[config.mk]
export PLATFORM = sky130hd
export DESIGN_NAME = envia_quadro_serial
export DESIGN_NICKNAME = d
export VERILOG_FILES = /design/src/rtl/astro_pkg.sv /design/src/rtl/seletor_byte_quadro.sv /design/src/rtl/envia_quadro_serial.sv
export SDC_FILE = /design/constraint.sdc
export NUM_CORES = 1
export LEC_CHECK = 0
export BUFFER_PORTS_ARGS = -buffer_cell sky130_fd_sc_hd__buf_2
export CAP_MARGIN = 15
export CORE_UTILIZATION = 57
export DETAILED_ROUTE_END_ITERATION = 8
export PLACE_DENSITY = 0.93
export SKIP_CTS_REPAIR_TIMING = 1
export SYNTH_ARGS = -nofsm -noshare
export SYNTH_HDL_FRONTEND = slang
export SYNTH_SLANG_ARGS = --single-unit
[constraint.sdc]
create_clock -name clock -period 5.2 [get_ports clock]
set_input_delay 0.78 -clock clock [delete_from_list [all_inputs] [get_ports clock]]
set_output_delay 0.78 -clock clock [all_outputs]
set_load 0.005 [all_outputs]
[src/rtl/astro_pkg.sv]
// Shared encodings for the AstroGenius frame serializer:
// FSM states, frame sections and object-record field offsets.
package astro_pkg;

    localparam logic [4:0] E_INICIAL    = 5'd0;
    localparam logic [4:0] E_ESPERA     = 5'd1;
    localparam logic [4:0] E_CAPTURA    = 5'd2;
    localparam logic [4:0] E_CARREGA    = 5'd3;
    localparam logic [4:0] E_INICIA_TX  = 5'd4;
    localparam logic [4:0] E_ESPERA_TX  = 5'd5;
    localparam logic [4:0] E_PROXIMO    = 5'd6;
    localparam logic [4:0] E_LE_MEM     = 5'd7;
    localparam logic [4:0] E_ESPERA_MEM = 5'd8;
    localparam logic [4:0] E_VERIFICA   = 5'd9;
    localparam logic [4:0] E_FIM        = 5'd10;
    localparam logic [4:0] E_ERRO       = 5'd31;

    localparam logic [2:0] S_PONT     = 3'd0;
    localparam logic [2:0] S_NAVE_OP  = 3'd1;
    localparam logic [2:0] S_NAVE_POS = 3'd2;
    localparam logic [2:0] S_ASTE     = 3'd3;
    localparam logic [2:0] S_TIRO     = 3'd4;
    localparam logic [2:0] S_ESPECIAL = 3'd5;
    localparam logic [2:0] S_RODAPE   = 3'd6;

    localparam logic [7:0] RODAPE_PADRAO = 8'hFF;

    // Record layout: {valid, opcode[7:0], position[8*bytes_pos-1:0]}
    function automatic int reg_obj_w(input int bytes_pos);
        return 9 + 8 * bytes_pos;
    endfunction

    function automatic int bit_valido(input int bytes_pos);
        return 8 + 8 * bytes_pos;
    endfunction

    function automatic int lsb_opcode(input int bytes_pos);
        return 8 * bytes_pos;
    endfunction

endpackage

[src/rtl/seletor_byte_quadro.sv]
// Byte selector: picks the frame byte for the current section
// and byte index from the snapshot and the latched record.
module seletor_byte_quadro
    import astro_pkg::*;
#(
    parameter int         BYTES_POS   = 2,
    parameter int         BYTES_PONT  = 2,
    parameter logic [7:0] RODAPE_BYTE = RODAPE_PADRAO,
    parameter int         IW          = 3
) (
    input  logic [2:0]              secao,
    input  logic [IW-1:0]           idx,
    input  logic [8*BYTES_PONT-1:0] pont,
    input  logic [7:0]              nave_op,
    input  logic [8*BYTES_POS-1:0]  nave_pos,
    input  logic [7:0]              especial,
    input  logic [8*BYTES_POS+7:0]  obj,
    output logic [7:0]              byte_out
);

    logic [8*BYTES_PONT-1:0] desl_pont;
    logic [8*BYTES_POS-1:0]  desl_nave;
    logic [8*BYTES_POS-1:0]  desl_obj;

    // MSB byte first: shift the wanted byte down to bits [7:0]
    always_comb begin
        desl_pont = pont >> (8 * (BYTES_PONT - 1 - int'(idx)));
        desl_nave = nave_pos >> (8 * (BYTES_POS - 1 - int'(idx)));
        desl_obj  = obj[8*BYTES_POS-1:0] >> (8 * (BYTES_POS - int'(idx)));
        byte_out  = 8'h00;
        case (secao)
            S_PONT:     byte_out = desl_pont[7:0];
            S_NAVE_OP:  byte_out = nave_op;
            S_NAVE_POS: byte_out = desl_nave[7:0];
            S_ASTE,
            S_TIRO: begin
                if (idx == '0)
                    byte_out = obj[lsb_opcode(BYTES_POS)+:8];
                else
                    byte_out = desl_obj[7:0];
            end
            S_ESPECIAL: byte_out = especial;
            S_RODAPE:   byte_out = RODAPE_BYTE;
            default:    byte_out = 8'h00;
        endcase
    end

endmodule

[src/rtl/envia_quadro_serial.sv]
// Frame serializer control: snapshots game state on request and
// streams score, ship, active objects, special move and footer.
module envia_quadro_serial
    import astro_pkg::*;
#(
    parameter int         N_ASTE       = 8,
    parameter int         N_TIROS      = 4,
    parameter int         BYTES_POS    = 2,
    parameter int         BYTES_PONT   = 2,
    parameter int         BYTES_RODAPE = 2,
    parameter logic [7:0] RODAPE_BYTE  = RODAPE_PADRAO,
    localparam int AW_A  = (N_ASTE > 1) ? $clog2(N_ASTE) : 1,
    localparam int AW_T  = (N_TIROS > 1) ? $clog2(N_TIROS) : 1,
    localparam int REG_W = reg_obj_w(BYTES_POS)
) (
    input  logic                    clock,
    input  logic                    reset,
    input  logic                    enviar,
    input  logic [8*BYTES_PONT-1:0] pontuacao,
    input  logic [7:0]              nave_opcode,
    input  logic [8*BYTES_POS-1:0]  nave_pos,
    input  logic [7:0]              jogada_especial,
    output logic [AW_A-1:0]         aste_end,
    input  logic [REG_W-1:0]        aste_dado,
    output logic [AW_T-1:0]         tiro_end,
    input  logic [REG_W-1:0]        tiro_dado,
    output logic [7:0]              tx_dado,
    output logic                    tx_partida,
    input  logic                    tx_fim,
    output logic                    ocupado,
    output logic                    pronto,
    output logic [4:0]              db_estado
);

    localparam int MAXB_A = (BYTES_PONT > BYTES_POS + 1) ? BYTES_PONT : BYTES_POS + 1;
    localparam int MAXB   = (MAXB_A > BYTES_RODAPE) ? MAXB_A : BYTES_RODAPE;
    localparam int IW     = $clog2(MAXB) + 1;
    localparam int MAXS   = (N_ASTE > N_TIROS) ? N_ASTE : N_TIROS;
    localparam int SW     = $clog2(MAXS) + 1;
    localparam int VALIDO = bit_valido(BYTES_POS);

    logic [4:0]              estado;
    logic [2:0]              secao;
    logic [IW-1:0]           idx;
    logic [SW-1:0]           slot;
    logic [IW-1:0]           ult_idx;
    logic [SW-1:0]           ult_slot;
    logic [8*BYTES_PONT-1:0] pont_s;
    logic [7:0]              nave_op_s;
    logic [8*BYTES_POS-1:0]  nave_pos_s;
    logic [7:0]              especial_s;
    logic [REG_W-1:0]        reg_obj;
    logic [7:0]              byte_sel;
    logic                    em_obj;

    assign em_obj     = (secao == S_ASTE) || (secao == S_TIRO);
    assign tx_partida = (estado == E_INICIA_TX);
    assign pronto     = (estado == E_FIM);
    assign ocupado    = (estado != E_INICIAL) && (estado != E_ESPERA) &&
                        (estado != E_ERRO);
    assign db_estado  = estado;
    assign aste_end   = (secao == S_ASTE) ? slot[AW_A-1:0] : '0;
    assign tiro_end   = (secao == S_TIRO) ? slot[AW_T-1:0] : '0;

    // Terminal counts for the byte and slot counters of each section
    always_comb begin
        ult_idx  = '0;
        ult_slot = '0;
        case (secao)
            S_PONT:     ult_idx = IW'(BYTES_PONT - 1);
            S_NAVE_POS: ult_idx = IW'(BYTES_POS - 1);
            S_ASTE: begin
                ult_idx  = IW'(BYTES_POS);
                ult_slot = SW'(N_ASTE - 1);
            end
            S_TIRO: begin
                ult_idx  = IW'(BYTES_POS);
                ult_slot = SW'(N_TIROS - 1);
            end
            S_RODAPE:   ult_idx = IW'(BYTES_RODAPE - 1);
            default:    ult_idx = '0;
        endcase
    end

    seletor_byte_quadro #(
        .BYTES_POS   (BYTES_POS),
        .BYTES_PONT  (BYTES_PONT),
        .RODAPE_BYTE (RODAPE_BYTE),
        .IW          (IW)
    ) u_sel (
        .secao    (secao),
        .idx      (idx),
        .pont     (pont_s),
        .nave_op  (nave_op_s),
        .nave_pos (nave_pos_s),
        .especial (especial_s),
        .obj      (reg_obj[REG_W-2:0]),
        .byte_out (byte_sel)
    );

    // Frame sequencer: state, counters, snapshot and TX byte register
    always_ff @(posedge clock or negedge reset) begin
        if (!reset) begin
            estado     <= E_INICIAL;
            secao      <= S_PONT;
            idx        <= '0;
            slot       <= '0;
            tx_dado    <= '0;
            pont_s     <= '0;
            nave_op_s  <= '0;
            nave_pos_s <= '0;
            especial_s <= '0;
            reg_obj    <= '0;
        end else begin
            case (estado)
                E_INICIAL: estado <= E_ESPERA;
                E_ESPERA:  if (enviar) estado <= E_CAPTURA;
                E_CAPTURA: begin
                    pont_s     <= pontuacao;
                    nave_op_s  <= nave_opcode;
                    nave_pos_s <= nave_pos;
                    especial_s <= jogada_especial;
                    secao      <= S_PONT;
                    idx        <= '0;
                    slot       <= '0;
                    estado     <= E_CARREGA;
                end
                E_CARREGA: begin
                    tx_dado <= byte_sel;
                    estado  <= E_INICIA_TX;
                end
                E_INICIA_TX: estado <= E_ESPERA_TX;
                E_ESPERA_TX: if (tx_fim) estado <= E_PROXIMO;
                E_PROXIMO: begin
                    if (idx != ult_idx) begin
                        idx    <= idx + 1'b1;
                        estado <= E_CARREGA;
                    end else begin
                        idx <= '0;
                        if (em_obj && slot != ult_slot) begin
                            slot   <= slot + 1'b1;
                            estado <= E_LE_MEM;
                        end else if (secao == S_RODAPE) begin
                            estado <= E_FIM;
                        end else begin
                            secao  <= secao + 3'd1;
                            slot   <= '0;
                            estado <= (secao == S_NAVE_POS || secao == S_ASTE)
                                      ? E_LE_MEM : E_CARREGA;
                        end
                    end
                end
                E_LE_MEM: estado <= E_ESPERA_MEM;
                E_ESPERA_MEM: begin
                    reg_obj <= (secao == S_ASTE) ? aste_dado : tiro_dado;
                    estado  <= E_VERIFICA;
                end
                E_VERIFICA: begin
                    if (reg_obj[VALIDO]) begin
                        idx    <= '0;
                        estado <= E_CARREGA;
                    end else if (slot != ult_slot) begin
                        slot   <= slot + 1'b1;
                        estado <= E_LE_MEM;
                    end else begin
                        secao  <= secao + 3'd1;
                        slot   <= '0;
                        estado <= (secao == S_ASTE) ? E_LE_MEM : E_CARREGA;
                    end
                end
                E_FIM:   estado <= E_ESPERA;
                E_ERRO:  estado <= E_ESPERA;
                default: estado <= E_ERRO;
            endcase
        end
    end

endmodule

==> results.yml <==
layout:
  finalNetCount: 698
  drive_gt1_share_pct: 31.87
  fin_util_pct: 68.90
  area_delta_synth_final_pct: 16.91
  layout.cells.non_filler: 701
  final_area_um2: 6038
  n_antenna_cell: 0
power_and_ir_drop:
  p_per_area_nw_per_um2: 464.8
  leakage_nw: 2.728
  ir_worst_vdd_v: 0.0002373
die:
  rows: 34
  chipHeight_um: 97.19
  die_x_um: 97.19
  dieArea_um2: 9446
  design.core.area_um2: 8763
  ioPinCount: 123
  start_util_pct: 58.94
synthesis:
  ys_top_cells_by_count: "96 x dfrtp_1, 56 x nand2_1, 38 x a21oi_1, 37 x o21ai_0, 36 x mux2i_1"
  async_flop_share_pct: 100.0
  synthCells: 484
  synth_edf_count: 0
  synth_nets: 594
  synth.distinct_cells: 57
  synth.largest_area_cell: "dfrtp_1"
  syn_avg_cell_area_um2: 10.67
  yosysWarnings: 0
  synth_area_leaders: "dfrtp_1 47%, mux2i_1 7.0%, mux2_2 6.3%"
  post-synth-top-count-cell: "dfrtp_1"
  ys_ff_latch: 96
  synth-main-ff-cell: "dfrtp_1"
  netlist_area_um2: 5165
  synth_top_area_share_pct: 46.51
  ys_seq_area_share_pct: 46.51
worst_setup_path:
  timing.rr.start: "secao[2]$_DFFE_PN0P_"
  worst_setup_path_end_kind: "flop"
  cp_cell_sequence: "inv_1, ha_2, xor2_1, o31ai_1, o32a_1, o211a_4, mux2_4"
  slowest_delay_ns: 0.74
  cp.required_ns: 5.45
  cp_slowest_cell: "ha_2"
  crit_arrival_ns: 3.70
  r2r_end: "secao[2]$_DFFE_PN0P_"
  crit_fanout: 30
  worst_r2r_path_depth: 7
  start_kind: "flop"
  criticalPathCategory: "flop to flop"
  r2r_setup_slack_ns: 1.75
cts:
  clock_sinks: 96
  root_buffer: "clkbuf_8"
  clkLatencyLatePin_ns: 0.37
  clk_pin_slew_ns: 0.09
  cts_inserted_buffers: 9
  max-clock-path-buffers: 2
  cts_tree: "yes"
  htreeDepth: 3
drt:
  drt_pre_antenna_iters: 5
  drt_iter0_markers: 215
  ant_nets: 0
  vias: 4250
  drc_errors: 0
  routedWlPerCell_um: 17.92
  totalWireLength_um: 12560
  via_per_inst: 6.063
sta:
  hold_violations: 0
  finClkSkew_ns: 0.009995
  setup_viol: 0
  maxSlewHeadroom_pct: 26.78
  final.setup.tns_ns: 0
  max_clock_freq_mhz: 289.6
  rsz0062_at_grt: "no"
  drv_slew: 0
  hold_ws_ns: 0.4119
  fin_crit_sh_pct: 66.40
  max_slew.worst_pin.slew_ns: 1.094
  fin_crit_ns: 3.453
job:
  maxCapViolCount: 0
grt:
  grt_max_degree: 52
  grt_usage_pct: 27.34
  grt_pass1_vias: 4257
  antenna_found_initial: 0
  gr-total-overflow: 0
  grt_pass1_wl_um: 20620
placed_design:
  place_area_um2: 5787
  portBuffers: 122
  dpl.cell_count: 685
  hpwl_um: 9098
  routabilityCongestion: 0.9247
worst_hold_path:
  holdCritPathClass: "input pin to async pin"
outcome:
  status: "finished clean"
## sequential cells by signal, indices dropped and copies added (netlist names)
signal      cells
pont_s         16
nave_op_s       8
nave_pos_s     16
slot            4
idx             3
tx_dado         8
especial_s      8
reg_obj        25
db_estado       5
secao           3
## where the power goes
part | internal, mW | total (mW) | switching, mW
Combinational | 0.462 | 0.926 | 0.465
Clock | 0.338 | 0.604 | 0.266
Sequential | 1.02 | 1.28 | 0.255
Total | 1.82 | 2.81 | 0.986
## metrics by stage
stage / worst slack [ns] / power, mW
2_1_floorplan: 2.721 / 1.873
3_3_place_gp: 2.062 / 2.119
3_5_place_dp: 1.860 / 2.197
4_1_cts: 1.814 / 2.805
5_1_grt: 1.635 / 2.972
6_report: 1.747 / 2.807
## layout make-up
| class | instances | area (um^2) |
|---|---|---|
| Fill cell | 622 | 2725 |
| Multi-Input combinational cell | 346 | 2580 |
| Sequential cell | 96 | 2402 |
| Timing Repair Buffer | 124 | 628.1 |
| Clock buffer | 11 | 141.4 |
| Tap cell | 108 | 135.1 |
| Clock inverter | 5 | 110.1 |
| Inverter | 11 | 41.29 |
## metal layers
| layer | track usage [%] | up-vias | wire [um] |
|---|---|---|---|
| met4 | 10.68 | 0 | 334 |
| li1 | - | 1950 | - |
| met5 | 0 | - | 0 |
| met2 | 46.42 | 191 | 6402 |
| met3 | 5.396 | 34 | 803 |
| met1 | 34.48 | 2075 | 5022 |
## kinds of logic after synthesis
logic type / after synthesis / share of synthesized area (%)
compound gates: 124 / 14.70
xor+xnor: 2 / 0.3392
fa+ha+maj: 8 / 1.938
buf+inv: 42 / 3.634
flops: 96 / 46.51
mux: 96 / 22.02
simple gates: 116 / 10.85
## placed cells by master (no fill, tap or decap), drive strengths merged, types with 8 or more instances in the layout
cell / n
buf: 124
dfrtp: 96
nand2: 56
mux2: 52
o21ai: 51
a21oi: 39
mux2i: 36
nor2: 20
inv: 13
clkbuf: 11
nor2b: 9
mux4: 8
ha: 8
## worst max-delay path, delay by kind of cell, from the launching register on
| kind | cells | cell delay (ns) |
|---|---|---|
| XOR/XNOR | 1 | 0.23 |
| AO/OA/AOI/OAI | 3 | 1.14 |
| multiplexers | 1 | 0.30 |
| adder cells (fa/ha/maj) | 1 | 0.74 |
| flip-flops | 1 | 0.73 |
| buffers and inverters | 1 | 0.20 |
## how the worst max path moves through the flow
stage	from	to	slack, ns	depth (start not counted)
global route	secao[2]$_DFFE_PN0P_	secao[2]$_DFFE_PN0P_	1.63	7
floorplan	secao[2]$_DFFE_PN0P_	secao[0]$_DFFE_PN0P_	2.72	9
CTS	secao[2]$_DFFE_PN0P_	secao[2]$_DFFE_PN0P_	1.81	7
finish	secao[2]$_DFFE_PN0P_	secao[2]$_DFFE_PN0P_	1.75	7
detailed placement	secao[2]$_DFFE_PN0P_	secao[2]$_DFFE_PN0P_	1.86	7
global placement	secao[2]$_DFFE_PN0P_	secao[0]$_DFFE_PN0P_	2.06	7
Power figures use the tool's default switching activity.
